--- config.mk ---
export PLATFORM = sky130hd
export DESIGN_NAME = vmujs_object_builder
export DESIGN_NICKNAME = d
export VERILOG_FILES = /design/src/rtl/vmujs_pkg.sv /design/src/rtl/vmujs_key_stack.sv /design/src/rtl/vmujs_object_builder.sv
export SDC_FILE = /design/constraint.sdc
export NUM_CORES = 1
export LEC_CHECK = 0
export ABC_AREA = 1
export CORE_ASPECT_RATIO = 1.5
export CORE_MARGIN = 1
export CORE_UTILIZATION = 63
export DETAILED_ROUTE_END_ITERATION = 12
export DONT_BUFFER_PORTS = 1
export GPL_ROUTABILITY_DRIVEN = 0
export PLACE_DENSITY = 0.79
export SYNTH_ARGS = -nofsm -noshare
export SYNTH_HDL_FRONTEND = slang
export SYNTH_SLANG_ARGS = --single-unit
--- constraint.sdc ---
create_clock -name clk -period 3.4 [get_ports clk]
set_input_delay 0.17 -clock clk [delete_from_list [all_inputs] [get_ports clk]]
set_output_delay 0.17 -clock clk [all_outputs]
set_load 0.01 [all_outputs]
--- src/rtl/vmujs_pkg.sv ---
// Shared encodings for the vmujs object builder: entry kinds, engine ops, FSM states.
package vmujs_pkg;

  typedef enum logic [2:0] {
    K_STR       = 3'd0,
    K_INT       = 3'd1,
    K_BOOL      = 3'd2,
    K_NULL      = 3'd3,
    K_UNDEF     = 3'd4,
    K_OBJ_BEGIN = 3'd5,
    K_OBJ_END   = 3'd6,
    K_RSVD      = 3'd7
  } kind_e;

  typedef enum logic [2:0] {
    OP_NEWOBJ     = 3'd0,
    OP_PUSH_STR   = 3'd1,
    OP_PUSH_INT   = 3'd2,
    OP_PUSH_BOOL  = 3'd3,
    OP_PUSH_NULL  = 3'd4,
    OP_PUSH_UNDEF = 3'd5,
    OP_SETPROP    = 3'd6
  } op_e;

  typedef enum logic [2:0] {
    ST_IDLE, ST_ROOT, ST_READY, ST_PUSH, ST_SET, ST_CLOSE, ST_DONE
  } state_e;

  // Anything that cannot be pushed as a real value degrades to UNDEF.
  function automatic op_e push_op(input kind_e k);
    case (k)
      K_STR:   return OP_PUSH_STR;
      K_INT:   return OP_PUSH_INT;
      K_BOOL:  return OP_PUSH_BOOL;
      K_NULL:  return OP_PUSH_NULL;
      default: return OP_PUSH_UNDEF;
    endcase
  endfunction

endpackage

--- src/rtl/vmujs_key_stack.sv ---
// LIFO of property keys for the currently open nested objects.
module vmujs_key_stack #(
  parameter int KEY_W     = 16,
  parameter int MAX_DEPTH = 4
) (
  input  logic                               clk,
  input  logic                               rst,
  input  logic                               i_push,
  input  logic                               i_pop,
  input  logic [KEY_W-1:0]                   i_key,
  output logic [KEY_W-1:0]                   o_top,
  output logic                               o_empty,
  output logic                               o_full,
  output logic [$clog2(MAX_DEPTH+1)-1:0]     o_count
);
  localparam int CNT_W = $clog2(MAX_DEPTH + 1);
  localparam int IDX_W = (MAX_DEPTH > 1) ? $clog2(MAX_DEPTH) : 1;

  logic [KEY_W-1:0] r_mem [MAX_DEPTH];
  logic [CNT_W-1:0] r_count;
  logic [CNT_W-1:0] w_top_ptr;
  logic [IDX_W-1:0] w_wr_idx;
  logic [IDX_W-1:0] w_rd_idx;

  assign w_top_ptr = r_count - CNT_W'(1);
  assign w_wr_idx  = r_count[IDX_W-1:0];
  assign w_rd_idx  = w_top_ptr[IDX_W-1:0];
  assign o_empty   = (r_count == '0);
  assign o_full    = (r_count == CNT_W'(MAX_DEPTH));
  assign o_top     = r_mem[w_rd_idx];
  assign o_count   = r_count;

  always_ff @(posedge clk) begin
    if (rst) begin
      r_count <= '0;
    end else if (i_push && !o_full) begin
      r_count <= r_count + CNT_W'(1);
    end else if (i_pop && !o_empty) begin
      r_count <= r_count - CNT_W'(1);
    end
  end

  always_ff @(posedge clk) begin
    if (i_push && !o_full) r_mem[w_wr_idx] <= i_key;
  end

endmodule

--- src/rtl/vmujs_object_builder.sv ---
// Turns a typed key/value entry stream into NEWOBJ / PUSH_* / SETPROP engine commands,
// one top-level object per stream, with nesting tracked on a key stack.
module vmujs_object_builder
  import vmujs_pkg::*;
#(
  parameter int KEY_W     = 16,
  parameter int DATA_W    = 32,
  parameter int MAX_DEPTH = 4
) (
  input  logic                           clk,
  input  logic                           rst,
  input  logic                           in_valid,
  output logic                           in_ready,
  input  logic [2:0]                     in_kind,
  input  logic [KEY_W-1:0]               in_key,
  input  logic [DATA_W-1:0]              in_data,
  input  logic                           in_last,
  output logic                           cmd_valid,
  input  logic                           cmd_ready,
  output logic [2:0]                     cmd_op,
  output logic [KEY_W-1:0]               cmd_key,
  output logic [DATA_W-1:0]              cmd_data,
  output logic [$clog2(MAX_DEPTH+1)-1:0] depth,
  output logic                           done,
  output logic                           err_kind,
  output logic                           err_depth
);
  state_e             r_state;
  logic               r_cmd_valid;
  op_e                r_cmd_op;
  logic [KEY_W-1:0]   r_cmd_key;
  logic [DATA_W-1:0]  r_cmd_data;
  logic [KEY_W-1:0]   r_key;
  logic               r_last;
  logic               r_done;
  logic               r_err_kind;
  logic               r_err_depth;

  logic               w_adv;
  logic               w_accept;
  logic               w_push;
  logic               w_pop;
  logic               w_empty;
  logic               w_full;
  logic [KEY_W-1:0]   w_top;
  kind_e              w_kind;

  // The command slot is free when empty or being taken this cycle.
  assign w_adv    = !r_cmd_valid || cmd_ready;
  assign in_ready = (r_state == ST_READY) && !r_cmd_valid;
  assign w_accept = in_valid && in_ready;
  assign w_kind   = kind_e'(in_kind);
  assign w_push   = w_accept && (w_kind == K_OBJ_BEGIN) && !w_full;
  assign w_pop    = (w_accept && (w_kind == K_OBJ_END) && !w_empty) ||
                    ((r_state == ST_CLOSE) && w_adv && !w_empty);

  vmujs_key_stack #(
    .KEY_W     (KEY_W),
    .MAX_DEPTH (MAX_DEPTH)
  ) u_key_stack (
    .clk     (clk),
    .rst     (rst),
    .i_push  (w_push),
    .i_pop   (w_pop),
    .i_key   (in_key),
    .o_top   (w_top),
    .o_empty (w_empty),
    .o_full  (w_full),
    .o_count (depth)
  );

  always_ff @(posedge clk) begin
    if (rst) begin
      r_state     <= ST_IDLE;
      r_cmd_valid <= 1'b0;
      r_cmd_op    <= OP_NEWOBJ;
      r_cmd_key   <= '0;
      r_cmd_data  <= '0;
      r_last      <= 1'b0;
      r_done      <= 1'b0;
      r_err_kind  <= 1'b0;
      r_err_depth <= 1'b0;
    end else begin
      r_done <= 1'b0;
      case (r_state)
        ST_IDLE: begin
          r_cmd_valid <= 1'b1;
          r_cmd_op    <= OP_NEWOBJ;
          r_cmd_key   <= '0;
          r_cmd_data  <= '0;
          r_state     <= ST_ROOT;
        end
        ST_ROOT, ST_SET: if (cmd_ready) begin
          r_cmd_valid <= 1'b0;
          r_cmd_op    <= OP_NEWOBJ;
          r_cmd_key   <= '0;
          r_cmd_data  <= '0;
          r_state     <= (r_state == ST_SET && r_last) ? ST_CLOSE : ST_READY;
        end
        ST_READY: if (w_accept) begin
          r_key       <= in_key;
          r_last      <= in_last;
          r_cmd_valid <= 1'b1;
          r_cmd_op    <= push_op(w_kind);
          r_cmd_key   <= '0;
          r_cmd_data  <= '0;
          r_state     <= ST_PUSH;
          case (w_kind)
            K_STR, K_INT: r_cmd_data <= in_data;
            K_BOOL:       r_cmd_data <= DATA_W'(in_data[0]);
            K_RSVD:       r_err_kind <= 1'b1;
            K_OBJ_BEGIN: begin
              if (w_full) begin
                r_err_depth <= 1'b1;
              end else begin
                r_cmd_op <= OP_NEWOBJ;
                r_state  <= ST_SET;
              end
            end
            K_OBJ_END: begin
              if (!w_empty) begin
                r_cmd_op  <= OP_SETPROP;
                r_cmd_key <= w_top;
                r_state   <= ST_SET;
              end else begin
                // Unbalanced END is dropped without emitting anything.
                r_err_depth <= 1'b1;
                r_cmd_valid <= 1'b0;
                r_cmd_op    <= OP_NEWOBJ;
                r_state     <= in_last ? ST_CLOSE : ST_READY;
              end
            end
            default: ;
          endcase
        end
        ST_PUSH: if (cmd_ready) begin
          r_cmd_op   <= OP_SETPROP;
          r_cmd_key  <= r_key;
          r_cmd_data <= '0;
          r_state    <= ST_SET;
        end
        ST_CLOSE: if (w_adv) begin
          if (!w_empty) begin
            r_cmd_valid <= 1'b1;
            r_cmd_op    <= OP_SETPROP;
            r_cmd_key   <= w_top;
            r_cmd_data  <= '0;
            r_err_depth <= 1'b1;
          end else begin
            r_cmd_valid <= 1'b0;
            r_cmd_op    <= OP_NEWOBJ;
            r_cmd_key   <= '0;
            r_cmd_data  <= '0;
            r_state     <= ST_DONE;
          end
        end
        ST_DONE: begin
          r_done  <= 1'b1;
          r_state <= ST_IDLE;
        end
        default: r_state <= ST_IDLE;
      endcase
    end
  end

  assign cmd_valid = r_cmd_valid;
  assign cmd_op    = r_cmd_op;
  assign cmd_key   = r_cmd_key;
  assign cmd_data  = r_cmd_data;
  assign done      = r_done;
  assign err_kind  = r_err_kind;
  assign err_depth = r_err_depth;

endmodule

# == Yosys cells after proc, flatten, opt, wreduce, memory -nomap -nowiden ==
# Memories as Yosys holds them, arrays and structs flattened.
# Index checks and enable logic that the tools add are counted.
# totals
ff_bits,78
ramBits,64
inputBits,56
out_inout_bits,59
elab_cells,123
mem_count,1
# memory_table
memory,depth,width,rd,rd_clocked_by_memory_dff,wr,line_no,rtl
u_key_stack.r_mem,4,16,1,0,1,vmujs_key_stack.sv:19,logic [KEY_W-1:0] r_mem [MAX_DEPTH];
# classes
n_addsub,2
eq_ne,23
n_mux,50
bitwise_logic,1
n_reduce_logical,35
# op_table
cell,n
one-hot mux 32 bit (4 select lines),1
two-way mux 16 bit,6
two-way mux 32 bit,3
one-hot mux 16 bit (5 select lines),1
one-hot mux 32 bit (2 select lines),1
two-way mux 3 bit,17
one-hot mux 3 bit (5 select lines),2
equality test 3 bit (second input constant),7
two-way mux 1 bit,13
equality test 3 x 2 -> 1 bit (second input constant),4
one-hot mux 3 bit (2 select lines),2
one-hot mux 3 bit (4 select lines),1
logical AND 1 bit,11
!= test 2 bit (second input constant),5
AND reduction 5 bit,2
logical NOT 3 bit,3
AND reduction 4 bit,2
nonzero test 4 bit,2
AND reduction 7 bit,1
equality test 3 x 1 -> 1 bit (second input constant),2
!= test 3 x 2 -> 1 bit (second input constant),2
AND reduction 3 bit,2
nonzero test 5 bit,1
!= test 2 x 1 -> 1 bit (second input constant),2
other kinds (12),18

# == Longest topological paths before layout ==
# Gate-level depths: netlist (run 1).
# logic_depth
ltp_word,9
depth_mapped,14

# == By module ==
# From an unflattened synthesis (run 1), not the netlist that was laid out.
# hier_totals
hier_cells,733
area_unflattened_um2,6540.0
# by_module_without_submodules
module,instances,cells_per_inst,area_per_inst_um2,seq_area_each_um2
vmujs_object_builder,1,530,3863.7,1661.6
vmujs_key_stack,1,203,2676.3,1981.9

# == Worst setup path before layout (run 1) ==
# OpenSTA, ideal clock, no wires.
# synth_timing
kind,register to register
start,register u_key_stack.r_count[0] (netlist: u_key_stack.o_count[0])
end,"memory u_key_stack.r_mem[1][0], enable pin"
setup_ns,0.389
arrival_ns,2.442
setup_slack_ns,0.570
path_stages_with_launch,10
n_path_buf,2
synth_period_minus_slack_ns,2.830
cell_sequence,dfxtp_1 clkbuf_1 inv_1 clkbuf_1 ha_1 nand2_1 inv_2 nor2_1 nand3_1 nor2_1
# synth_via
elab_chain_cells,6
# synth_lines
element,line_no,rtl
"start, declared",vmujs_key_stack.sv:20,logic [CNT_W-1:0] r_count;
"start signal, assigned",vmujs_key_stack.sv:37,r_count <= r_count + CNT_W'(1);
"start signal, assigned",vmujs_key_stack.sv:39,r_count <= r_count - CNT_W'(1);
equality test 3 bit,vmujs_key_stack.sv:29,assign o_full = (r_count == CNT_W'(MAX_DEPTH));
logical NOT 1 bit,"vmujs_key_stack.sv:44, vmujs_object_builder.sv:53",
logical AND 1 bit,vmujs_object_builder.sv:53,assign w_push = w_accept && (w_kind == K_OBJ_BEGIN) && !w_full;
logical AND 1 bit,vmujs_key_stack.sv:44,if (i_push && !o_full) r_mem[w_wr_idx] <= i_key;
two-way mux 1 bit,vmujs_key_stack.sv:44,
two-way mux 1 bit (implied by the code),vmujs_key_stack.sv:44,
"end, declared",vmujs_key_stack.sv:19,
# Several ways; a longest one is shown, not always the timed one.

# == Worst setup path after layout (run 1) ==
# layout_timing
start,register r_state[1]
end,"memory u_key_stack.r_mem[2][9], enable pin"
# layout_via
elab_chain_cells,8
# layout_lines
element,line_no,rtl
"start, declared",vmujs_object_builder.sv:28,state_e r_state;
"start signal, assigned",vmujs_object_builder.sv:98,r_state <= (r_state == ST_SET && r_last) ? ST_CLOSE : ST_READY;
"start signal, assigned",vmujs_object_builder.sv:130,r_state <= in_last ? ST_CLOSE : ST_READY;
equality test 3 x 2 -> 1 bit,vmujs_object_builder.sv:50,assign in_ready = (r_state == ST_READY) && !r_cmd_valid;
logical AND 1 bit,vmujs_object_builder.sv:50,
net in_ready,vmujs_object_builder.sv:13,"output logic in_ready,"
logical AND 1 bit,vmujs_object_builder.sv:51,assign w_accept = in_valid && in_ready;
logical AND 1 bit (2 in a row),vmujs_object_builder.sv:53,
logical AND 1 bit,vmujs_key_stack.sv:44,
two-way mux 1 bit,vmujs_key_stack.sv:44,
two-way mux 1 bit (implied by the code),vmujs_key_stack.sv:44,
# The timed path passes the listed nets, and every way through them passes these cells.

==> key figures, run 1 <==
Global route
  – Vias in the first global route: 4680
  – First-pass GRT wire length: roughly 22000 um
  – Total track usage: 29.5%
  – Total gr overflow: 0
  – Largest net degree at the start of global routing: 59
  – Initial antenna violation count: 0

Place
  – Post-DP HPWL: 8880 um
  – Buffers on Ports: 0
  – Placed Instances: 811
  – DP Area: 6190 sq um
  – Pre-CTS WS: about 1000 ps

Critical path
  – Crit Reg-Reg Endpoint: u_key_stack.r_mem[2][9]
  – CP arrival: roughly 2600 ps
  – Reg2Reg Depth: 5
  – Critical Path RT: 3510 ps
  – Worst setup EP type: register
  – Critical path fanouts, max: 24
  – Worst reg2reg setup slack: 900 ps
  – Critical Path Max Stage Delay: 570 ps
  – Critical path cell sequence: nand3_2 -> nor2_2 -> nand3_1 -> nor2_1 -> buf_4
  – CP max stage cell: dfxtp_1
  – Worst r2r src: r_state[1]
  – Setup Crit Path Kind: register to register
  – Worst setup SP type: register

Timing
  – Slew headroom: 26.8%
  – Max-slew violations: 0
  – Setup TNS: 0 ps
  – Minimum hold slack: 25.3 ps
  – Crit share post-route: 73.5%
  – Worst Clk Skew: roughly 12 ps
  – Fmax: 0.400 GHz
  – Final hold violations: 0
  – Setup ws final: about 900 ps
  – Post-layout minimum cycle time: 2500 ps
  – Worst-Margin Slew: 1100 ps
  – Endpoints failing setup: 0
  – RSZ-0062 raised after global routing: false

Worst hold path
  – Worst min-delay path class: input port to register
  – Hold_sp: in_kind[2]
  – Hold endpoint: cmd_op[0]
  – Worst hold path depth: 4

Final layout
  – Multi-input gate area: roughly 2200 sq um
  – Post-layout util: 75.9%
  – Layout Nets: approximately 800
  – Number of fill cells: 641
  – Most frequent cells in the layout: nand2_1 (213), nor2_1 (176), edfxtp_1 (80), dfxtp_1 (62), o21ai_0 (55)
  – Register area: approximately 3600 sq um
  – Leading cell type in the layout, fill and taps excluded: nand2_1
  – Final cell count without fillers: 876
  – Layout cells sized above 1: 8.51%
  – Design area: 7110 sq um
  – Area delta synth->final: 15.3%
  – # diodes: 0

Routing
  – WL/cell: between 15 and 20 um
  – DRT antenna net count: 0
  – Drt drc: 0
  – Via density: roughly 5.6
  – Post-Route WL: ~14000 um
  – Total number of vias: 4868
  – Iteration-0 DRC Markers: 376
  – DRT Pass-1 Iters: 5

Synth
  – Asr flop ratio synth: 0%
  – Syn nets: 788
  – Ys Warns: 0
  – Mapped Cells: 727
  – EDFF count, synth: 80
  – Mean Syn Cell Area: 8.48 sq um
  – Distinct cell type count after synthesis: 26
  – Mapped cell area: approximately 6200 sq um
  – Sequential fraction of the synthesis area: between 50% and 60%
  – Top_reg_cell synth: edfxtp_1
  – FF+latch count, synth: about 140

Floorplan
  – Site row count: 43
  – Die area: 10200 sq um
  – Core ar.: approximately 9400 sq um
  – Die height: 123 um
  – Ports: 115
  – Die W: 82.8 um
  – Initial Utilization: 65.9%

Clock tree
  – Clock Sinks: around 140
  – Quantity of gates resized following cts: 0
  – Clock tree buffer depth: 2
  – Clk_lat worst skew: 420 ps
  – Clock buffer count from CTS: 17
  – Clock-pin slew on the worst setup and hold paths: ~60 ps
  – Root buffer cell: clkbuf_16
  – H-tree Lvls: 4
  – CTS tree: done

Power and ir drop
  – Total design power: between 5 and 6 mW
  – Leak Pwr: about 3 nW
  – Pwr/cell area: a little over 700 nW/um^2
  – Peak supply drop: 0.629 mV

Run
  – Max-cap violations: 0

Outcome
  – Outcome: finished, final reports clean
==> worst max path at each step <==
stage	startpoint	to	depth (start not counted)
after floorplan	u_key_stack.o_count[0]	u_key_stack.r_mem[1][0]	9
after global placement	r_state[1]	u_key_stack.r_mem[0][9]	5
after detailed placement	r_state[1]	u_key_stack.r_mem[0][7]	5
after CTS	r_state[1]	u_key_stack.r_mem[0][13]	5
after global routing	r_state[2]	cmd_data[1]	7
final	r_state[1]	u_key_stack.r_mem[2][9]	5
==> flip-flops by register name, summed over array words and instances (netlist names) <==
register / count
done: 1
u_key_stack.r_mem: 64
u_key_stack.o_count: 3
cmd_valid: 1
err_kind: 1
r_key: 16
cmd_data: 32
r_last: 1
cmd_op: 3
r_state: 3
err_depth: 1
cmd_key: 16
==> what timing repair did <==
item / in CTS / in global routing
hold buffers: 33 / 0
setup buffers: 0 / 0
endpoints found under the hold margin: 120 / 0
==> cell type report <==
type / instances / share of cell area (%)
clock buffer: 23 / 7.34
clock inverter: 9 / 0.986
inverter: 28 / 1.48
multi-input combinational: 520 / 31.4
sequential: 142 / 51.3
tap: 112 / 1.97
timing repair buffer: 42 / 5.60
==> logic make-up (layout without fill, tap and decap cells) <==
kind of cell	count (synthesis)	count (layout)	share of synthesized area, %
AO/OA/AOI/OAI	84	84	6.94
flip-flops	142	142	59.1
AND/OR/NAND/NOR	429	429	27.8
buffers and inverters	65	102	4.83
adder cells (fa/ha/maj)	5	5	1.01
XOR/XNOR	2	2	0.284
==> Yosys cell counts (6+ instances only) <==
library cell  number  area [sq um]
inv_1             19          71.3
nand3_1           17          85.1
buf_2             13          65.1
clkbuf_1          16          60.1
nand2_1          213           800
a21oi_1           26           130
inv_2              9          33.8
buf_4              6          45.0
dfxtp_1           62          1240
o21ai_0           55           275
nor2_1           176           661
edfxtp_1          80          2400
==> worst max-delay path: cells and delay by family (launching register included) <==
kind / cells / cell delay [ps]
and+or+nand+nor: 4 / 1350
DFF: 1 / 570
buffers and inverters: 1 / 260
==> metal layers <==
metal | routed length (um) | global-route usage (%) | vias to the layer above
met4 | 505 | 15.4 | 0
met2 | 7060 | 51.0 | 219
li1 | - | - | 2400
met1 | 5140 | 31.5 | 2202
met3 | 1320 | 9.00 | 47
met5 | 0 | 0 | -
==> where the power goes <==
group	internal, mW	switching [mW]
clock	1.09	0.725
combinational	0.318	0.748
sequential	2.02	0.260
total	3.43	1.73
No activity file was read; power rests on OpenSTA's default activity.
==> inputs of run 2 (changes only) <==
--- a/config.mk
+++ b/config.mk
@@ -5,7 +5,7 @@
 export SDC_FILE = /design/constraint.sdc
 export NUM_CORES = 1
 export LEC_CHECK = 0
-export ABC_AREA = 1
+export ABC_AREA = 0
 export CORE_ASPECT_RATIO = 1.5
 export CORE_MARGIN = 1
 export CORE_UTILIZATION = 63
==> constraint.sdc (replaced) <==
create_clock -name clk -period 2.61 [get_ports clk]
set_input_delay 0.1305 -clock clk [delete_from_list [all_inputs] [get_ports clk]]
set_output_delay 0.1305 -clock clk [all_outputs]
set_load 0.01 [all_outputs]
==> key figures, run 2 <==
Synth
  – Syn nets: 501 (was 788)
  – Distinct cell type count after synthesis: 50 (was 26)
  – Top cells by count, synth: edfxtp_1 (80), dfxtp_1 (62), a21oi_1 (45), nand2_1 (38), nand3_1 (32) (was nand2_1 (213), nor2_1 (176), edfxtp_1 (80), dfxtp_1 (62), o21ai_0 (55))
  – Mapped cell area: 5720 sq um (was 6170 sq um)
  – Mean Syn Cell Area: 13.0 sq um (was 8.48 sq um)
  – Ys Warns: 0 (unchanged)
  – Leading post-synthesis cells by cell area: edfxtp_1 (42%), dfxtp_1 (22%), mux4_2 (6.3%) (was edfxtp_1 (39%), dfxtp_1 (20%), nand2_1 (13%))
  – Sequential fraction of the synthesis area: 63.7% (was 59.1%)
  – Synth top area share: 42.0% (was 39.0%)
  – Asr flop ratio synth: 0% (unchanged)
  – EDFF count, synth: 80 (unchanged)
  – Count leader, synth: edfxtp_1 (was nand2_1)
  – Mapped Cells: 440 (was 727)
  – FF+latch count, synth: 142 (unchanged)
  – Cell taking the most area after synthesis: edfxtp_1 (unchanged)
  – Top_reg_cell synth: edfxtp_1 (unchanged)

Global route
  – Total track usage: 28.5% (was 29.5%)
  – Total gr overflow: 0 (unchanged)
  – Vias in the first global route: 3828 (was 4680)
  – Largest net degree at the start of global routing: 45 (was 59)
  – Initial antenna violation count: 0 (unchanged)
  – First-pass GRT wire length: 19500 um (was 21700 um)

Worst hold path
  – Worst min-delay path class: input port to register (unchanged)

Outcome
  – Outcome: finished, final reports clean (unchanged)

Timing
  – Worst Clk Skew: 6.39 ps (was 11.5 ps)
  – Worst-Margin Slew: 1250 ps (was 1100 ps)
  – Minimum hold slack: 15.6 ps (was 25.3 ps)
  – Setup TNS: 0 ps (unchanged)
  – Final hold violations: 0 (unchanged)
  – Endpoints failing setup: 0 (unchanged)
  – Slew headroom: 16.1% (was 26.8%)
  – Max-slew violations: 0 (unchanged)
  – Post-layout minimum cycle time: 2360 ps (was 2500 ps)
  – Crit share post-route: 90.5% (was 73.5%)
  – RSZ-0062 raised after global routing: false (unchanged)
  – Fmax: 0.423 GHz (was 0.400 GHz)

Routing
  – Drt drc: 0 (unchanged)
  – WL/cell: 21.1 um (was 16.0 um)
  – DRT antenna net count: 0 (unchanged)
  – Iteration-0 DRC Markers: 267 (was 376)
  – Total number of vias: 3881 (was 4868)
  – Post-Route WL: 13000 um (was 14000 um)
  – DRT Pass-1 Iters: 5 (unchanged)
  – Via density: 6.31 (was 5.56)

Floorplan
  – Ports: 115 (unchanged)
  – Die area: 9480 sq um (was 10200 sq um)
  – Die W: 79.8 um (was 82.8 um)
  – Core ar.: 8830 sq um (was 9360 sq um)
  – Die height: 119 um (was 123 um)
  – Site row count: 42 (was 43)
  – Initial Utilization: 64.8% (was 65.9%)

Critical path
  – Critical path fanouts, max: 33 (was 24)
  – Crit Reg-Reg Endpoint: cmd_data[18] (was u_key_stack.r_mem[2][9])
  – Worst setup EP type: register (unchanged)
  – Setup Crit Path Kind: register to register (unchanged)
  – Critical Path RT: 2940 ps (was 3510 ps)
  – Worst r2r src: r_state[1] (unchanged)
  – Reg2Reg Depth: 5 (unchanged)
  – Worst setup SP type: register (unchanged)
  – CP endpoint: cmd_data[18] (was u_key_stack.r_mem[2][9])
  – CP arrival: 2700 ps (was 2610 ps)
  – Critical path launch point: r_state[1] (unchanged)
  – Worst reg2reg setup slack: 250 ps (was 900 ps)

Clock tree
  – Clock tree buffer depth: 2 (unchanged)
  – H-tree Lvls: 4 (unchanged)
  – Post-CTS Setup Inserts: 0 (unchanged)
  – Clk_lat worst skew: 410 ps (was 420 ps)
  – CTS tree: done (unchanged)
  – Clock-pin slew on the worst setup and hold paths: 60 ps (about the same)
  – Clock Sinks: 142 (unchanged)
  – Root buffer cell: clkbuf_16 (unchanged)
  – Clock buffer count from CTS: 17 (unchanged)

Final layout
  – Layout cells sized above 1: 15.8% (was 8.51%)
  – Max reg flops: 64 (unchanged)
  – Leading cell type in the layout, fill and taps excluded: edfxtp_1 (was nand2_1)
  – Layout Nets: 553 (was 812)
  – Most frequent cells in the layout: edfxtp_1 (80), dfxtp_1 (59), dlygate4sd3_1 (53), a21oi_1 (45), nand2_1 (38) (was nand2_1 (213), nor2_1 (176), edfxtp_1 (80), dfxtp_1 (62), o21ai_0 (55))
  – Area delta synth->final: 20.9% (was 15.3%)
  – Number of fill cells: 496 (was 641)
  – Design area: 6920 sq um (was 7110 sq um)
  – # diodes: 0 (unchanged)
  – Biggest register: u_key_stack.r_mem (unchanged)

Power and ir drop
  – Net Switching: 1.41 mW (was 1.73 mW)
  – Pwr/cell area: 794 nW/um^2 (was 727 nW/um^2)
  – Sequential power share: 46.2% (was 44.2%)
  – Total design power: 5.49 mW (was 5.17 mW)
  – Leak Pwr: 2.24 nW (was 2.96 nW)
  – Clk pwr share: 40.8% (was 35.1%)
  – Peak supply drop: 0.859 mV (was 0.629 mV)
  – Sw frac: 25.7% (was 33.5%)
  – Internal Power: 4.08 mW (was 3.43 mW)
  – Logic pwr share: 13.0% (was 20.6%)

Place
  – Post-DP HPWL: 7250 um (was 8880 um)
  – DP Area: 5810 sq um (was 6190 sq um)
  – Buffers on Ports: 0 (unchanged)

Run
  – Max-cap violations: 0 (unchanged)
-- run 2: worst min path at each step --
stage / startpoint / endpoint / slack [ps] / cells after the start
after floorplan: in_key[0] / r_key[0] / 230 / 0
after global placement: rst / r_last / 200 / 1
after detailed placement: rst / r_last / 210 / 1
after CTS: rst / cmd_op[0] / 5 / 2
after global routing: rst / err_depth / 20 / 2
final: rst / err_depth / 20 / 2
-- run 2: kinds of logic (layout without fill, tap and decap cells) --
kind of cell | count (synthesis) | count (layout) | synth area share [%]
buf+inv | 41 | 106 | 3.52
compound gates | 111 | 111 | 14.0
flops | 142 | 142 | 63.7
mux | 20 | 20 | 7.02
xor+xnor | 2 | 2 | 0.306
fa+ha+maj | 5 | 5 | 1.09
simple gates | 119 | 119 | 10.4
-- run 2: metrics by stage --
stage               utilization, %  setup slack (ps)  cells
finish                        78.4               247    615
global route                  78.4              80.1    615
CTS                           78.3              95.2    615
detailed placement            65.8               118    529
global placement              65.8               234    529
floorplan                        -              12.3    440
-- run 2: what timing repair did --
action	CTS	global route
gates resized for setup	0	4
endpoints found under the setup margin	0	28
hold buffers	54	0
hold endpoints to repair	124	0
-- run 2: worst max-delay path: stages (launching register included) --
cell and delay [ps]:
dfxtp_2 460, inv_1 170, o211a_1 290, a211oi_4 960, nand2_1 190, a21oi_1 210
-- run 2: per-layer routing --
metal	routed length, um	up-vias	part of all wire, %	global-route usage (%)
met1	4490	1863	35	29.1
li1	-	1766	-	-
met2	6960	222	54	50.5
met4	377	0	2.9	12.9
met3	1130	30	8.7	10.3
met5	0	-	0	0
-- run 2: layout make-up --
class	count	area [sq um]	share of cell area [%]
Clock buffer	18	429	6.20
Sequential cell	142	3650	52.7
Tap cell	110	138	1.99
Timing Repair Buffer	65	633	9.15
Multi-Input combinational cell	257	1910	27.6
Inverter	9	33.8	0.488
Clock inverter	14	126	1.83
-- run 2: power by group through the flow --
stage	registers, mW	clock network (mW)	logic (mW)
after global routing	2.55	2.36	0.772
after detailed placement	2.58	0	0.602
after floorplan	2.53	0	0.548
after CTS	2.53	2.28	0.697
final	2.54	2.24	0.716
after global placement	2.57	0	0.585
==> inputs of run 3 (changes only) <==
--- a/config.mk
+++ b/config.mk
@@ -8,11 +8,11 @@
 export ABC_AREA = 0
 export CORE_ASPECT_RATIO = 1.5
 export CORE_MARGIN = 1
-export CORE_UTILIZATION = 63
+export CORE_UTILIZATION = 67
 export DETAILED_ROUTE_END_ITERATION = 12
 export DONT_BUFFER_PORTS = 1
 export GPL_ROUTABILITY_DRIVEN = 0
-export PLACE_DENSITY = 0.79
+export PLACE_DENSITY = 0.83
 export SYNTH_ARGS = -nofsm -noshare
 export SYNTH_HDL_FRONTEND = slang
 export SYNTH_SLANG_ARGS = --single-unit
==> constraint.sdc (replaced) <==
create_clock -name clk -period 2.82 [get_ports clk]
set_input_delay 0.141 -clock clk [delete_from_list [all_inputs] [get_ports clk]]
set_output_delay 0.141 -clock clk [all_outputs]
set_load 0.01 [all_outputs]
==> key figures, run 3 (synthesized netlist as in run 2, its figures left out) <==
Power and ir drop
  – Peak supply drop: 0.780 mV (was 0.859 mV)
  – Pwr/cell area: 781 nW/um^2 (was 794 nW/um^2)
  – Internal Power: 4.12 mW (was 4.08 mW)
  – Leak Pwr: 2.30 nW (was 2.24 nW)
  – Clk pwr share: 44.8% (was 40.8%)
  – Sw frac: 24.6% (was 25.7%)
  – Sequential power share: 42.9% (was 46.2%)
  – Total design power: 5.47 mW (was 5.49 mW)
  – Logic pwr share: 12.2% (was 13.0%)
  – Net Switching: 1.35 mW (was 1.41 mW)

Global route
  – Total gr overflow: 0 (unchanged)
  – Vias in the first global route: 4076 (was 3828)
  – Busiest grt layer: met2 (unchanged)
  – Total track usage: 34.3% (was 28.5%)
  – Met2 Use GR: 59.3% (was 50.5%)
  – Initial antenna violation count: 0 (unchanged)
  – GR Util met3: 11.0% (was 10.3%)
  – First-pass GRT wire length: 21900 um (was 19500 um)
  – Met1 usage: 37.2% (was 29.1%)
  – Largest net degree at the start of global routing: 45 (unchanged)

Routing
  – DRT Pass-1 Iters: 5 (unchanged)
  – Iteration-0 DRC Markers: 402 (was 267)
  – WL/cell: 24.4 um (was 21.1 um)
  – Via density: 6.74 (was 6.31)
  – Post-Route WL: 15000 um (was 13000 um)
  – DRT antenna net count: 0 (unchanged)
  – Total number of vias: 4126 (was 3881)
  – Drt drc: 0 (unchanged)

Outcome
  – Outcome: finished, final reports clean (unchanged)

Timing
  – Max-slew violations: 0 (unchanged)
  – Worst Clk Skew: 11.5 ps (was 6.39 ps)
  – RSZ-0062 raised after global routing: false (unchanged)
  – Fmax: 0.376 GHz (was 0.423 GHz)
  – Minimum hold slack: 22.7 ps (was 15.6 ps)
  – Post-layout minimum cycle time: 2660 ps (was 2360 ps)
  – Setup TNS: 0 ps (unchanged)
  – Slew headroom: 18.1% (was 16.1%)
  – Endpoints failing setup: 0 (unchanged)
  – Setup ws final: 162 ps (was 247 ps)
  – Crit share post-route: 94.2% (was 90.5%)
  – Worst-Margin Slew: 1230 ps (was 1250 ps)
  – Final hold violations: 0 (unchanged)

Critical path
  – Critical path cell sequence: or3b_1 -> a21oi_2 -> a211o_1 -> buf_4 -> o2111ai_1 -> dlygate4sd3_1 -> a21oi_1 (was inv_1 -> o211a_1 -> a211oi_4 -> nand2_1 -> a21oi_1)
  – Setup Crit Path Kind: register to register (unchanged)
  – Critical path fanouts, max: 33 (unchanged)
  – Critical Path RT: 3160 ps (was 2940 ps)
  – Worst setup SP type: register (unchanged)
  – CP max stage cell: dlygate4sd3_1 (was a211oi_4)
  – CP arrival: 2990 ps (was 2700 ps)
  – Critical Path Max Stage Delay: 590 ps (was 960 ps)
  – Worst setup EP type: register (unchanged)

Clock tree
  – Clock Sinks: 142 (unchanged)
  – CTS tree: done (unchanged)
  – Clock tree buffer depth: 2 (unchanged)
  – Clock-pin slew on the worst setup and hold paths: 60 ps (about the same)
  – Clock buffer count from CTS: 17 (unchanged)
  – Root buffer cell: clkbuf_16 (unchanged)
  – H-tree Lvls: 4 (unchanged)
  – Post-CTS Setup Inserts: 0 (unchanged)
  – Clk_lat worst skew: 410 ps (about the same)

Floorplan
  – Site row count: 40 (was 42)
  – Initial Utilization: 70.2% (was 64.8%)
  – Ports: 115 (unchanged)
  – Die height: 115 um (was 119 um)
  – Die W: 77.5 um (was 79.8 um)
  – Die area: 8920 sq um (was 9480 sq um)
  – Core ar.: 8160 sq um (was 8830 sq um)

Final layout
  – Layout cells sized above 1: 15.6% (was 15.8%)
  – Number of fill cells: 370 (was 496)
  – Area delta synth->final: 22.4% (was 20.9%)
  – Max reg flops: 64 (unchanged)
  – Final cell count without fillers: 612 (was 615)
  – Most frequent cells in the layout: edfxtp_1 (80), dfxtp_1 (62), dlygate4sd3_1 (52), a21oi_1 (44), nand2_1 (38) (was edfxtp_1 (80), dfxtp_1 (59), dlygate4sd3_1 (53), a21oi_1 (45), nand2_1 (38))
  – Leading cell type in the layout, fill and taps excluded: edfxtp_1 (unchanged)
  – Layout Nets: 553 (unchanged)
  – Biggest register: u_key_stack.r_mem (unchanged)

Run
  – Max-cap violations: 0 (unchanged)

Place
  – Buffers on Ports: 0 (unchanged)
  – Pre-CTS WS: 312 ps (was 118 ps)
  – Placed Instances: 525 (was 529)
  – Post-DP HPWL: 7530 um (was 7250 um)

Worst hold path
  – Worst min-delay path class: input port to register (unchanged)
[run 3: cell count changes in the layout (fill, tap and decap cells not counted), sizes merged]
cell         change
buf              +1
bufinv           +3
clkbuf           +3
clkinv           -2
clkinvlp         -4
diode            +2
dlygate4sd3      -1
[run 3: routing by layer]
metal  up-vias  share of wire (%)  wire, um
li1       1769                  -         -
met1      2000                 34      5090
met2       303                 52      7760
met3        54                 11      1580
met4         0                3.5       519
met5         -                  0         0
[run 3: worst paths after layout]
kind,start,to,slack (ps),cells past startpoint
max,r_state[0],cmd_data[0],160,7
min,in_kind[2],cmd_op[0],20,4
max reg2reg,r_state[0],cmd_data[0],160,7
min reg2reg,cmd_data[7],cmd_data[7],500,2
[run 3: stage by stage]
step / area (sq um) / util [%]
floorplan: 5730 / -
global placement: 5800 / 71.1
detailed placement: 5800 / 71.1
CTS: 7000 / 85.8
global route: 7000 / 85.8
finish: 7010 / 85.9
[run 3: repair_timing]
| action | in CTS | in global routing |
|---|---|---|
| endpoints found under the setup margin | 0 | 2 |
| endpoints found under the hold margin | 124 | 0 |
| hold buffers | 53 | 0 |
| resized for setup | 0 | 2 |
[run 3: worst max-delay path, delay by kind of cell (launching register included)]
kind / cells / cell delay (ps)
compound gates: 4 / 740
flops: 1 / 420
simple gates: 1 / 500
buf+inv: 2 / 920
[run 3: power by group through the flow]
stage	clock [mW]	combinational [mW]	sequential (mW)
floorplan	0	0.506	2.34
global placement	0	0.527	2.38
detailed placement	0	0.544	2.38
CTS	2.45	0.643	2.34
global route	2.55	0.710	2.36
finish	2.45	0.668	2.35
[run 3: layout make-up]
type	instances	area, sq um	area share (%)
multi-input cells	257	1900	27.2
clock inverters	11	186	2.66
repair buffers	65	631	9.00
clock buffers	21	470	6.72
flip-flops and latches	142	3640	52.0
inverters	9	33.8	0.482
diodes	2	5.00	0.0714
well taps	105	131	1.88
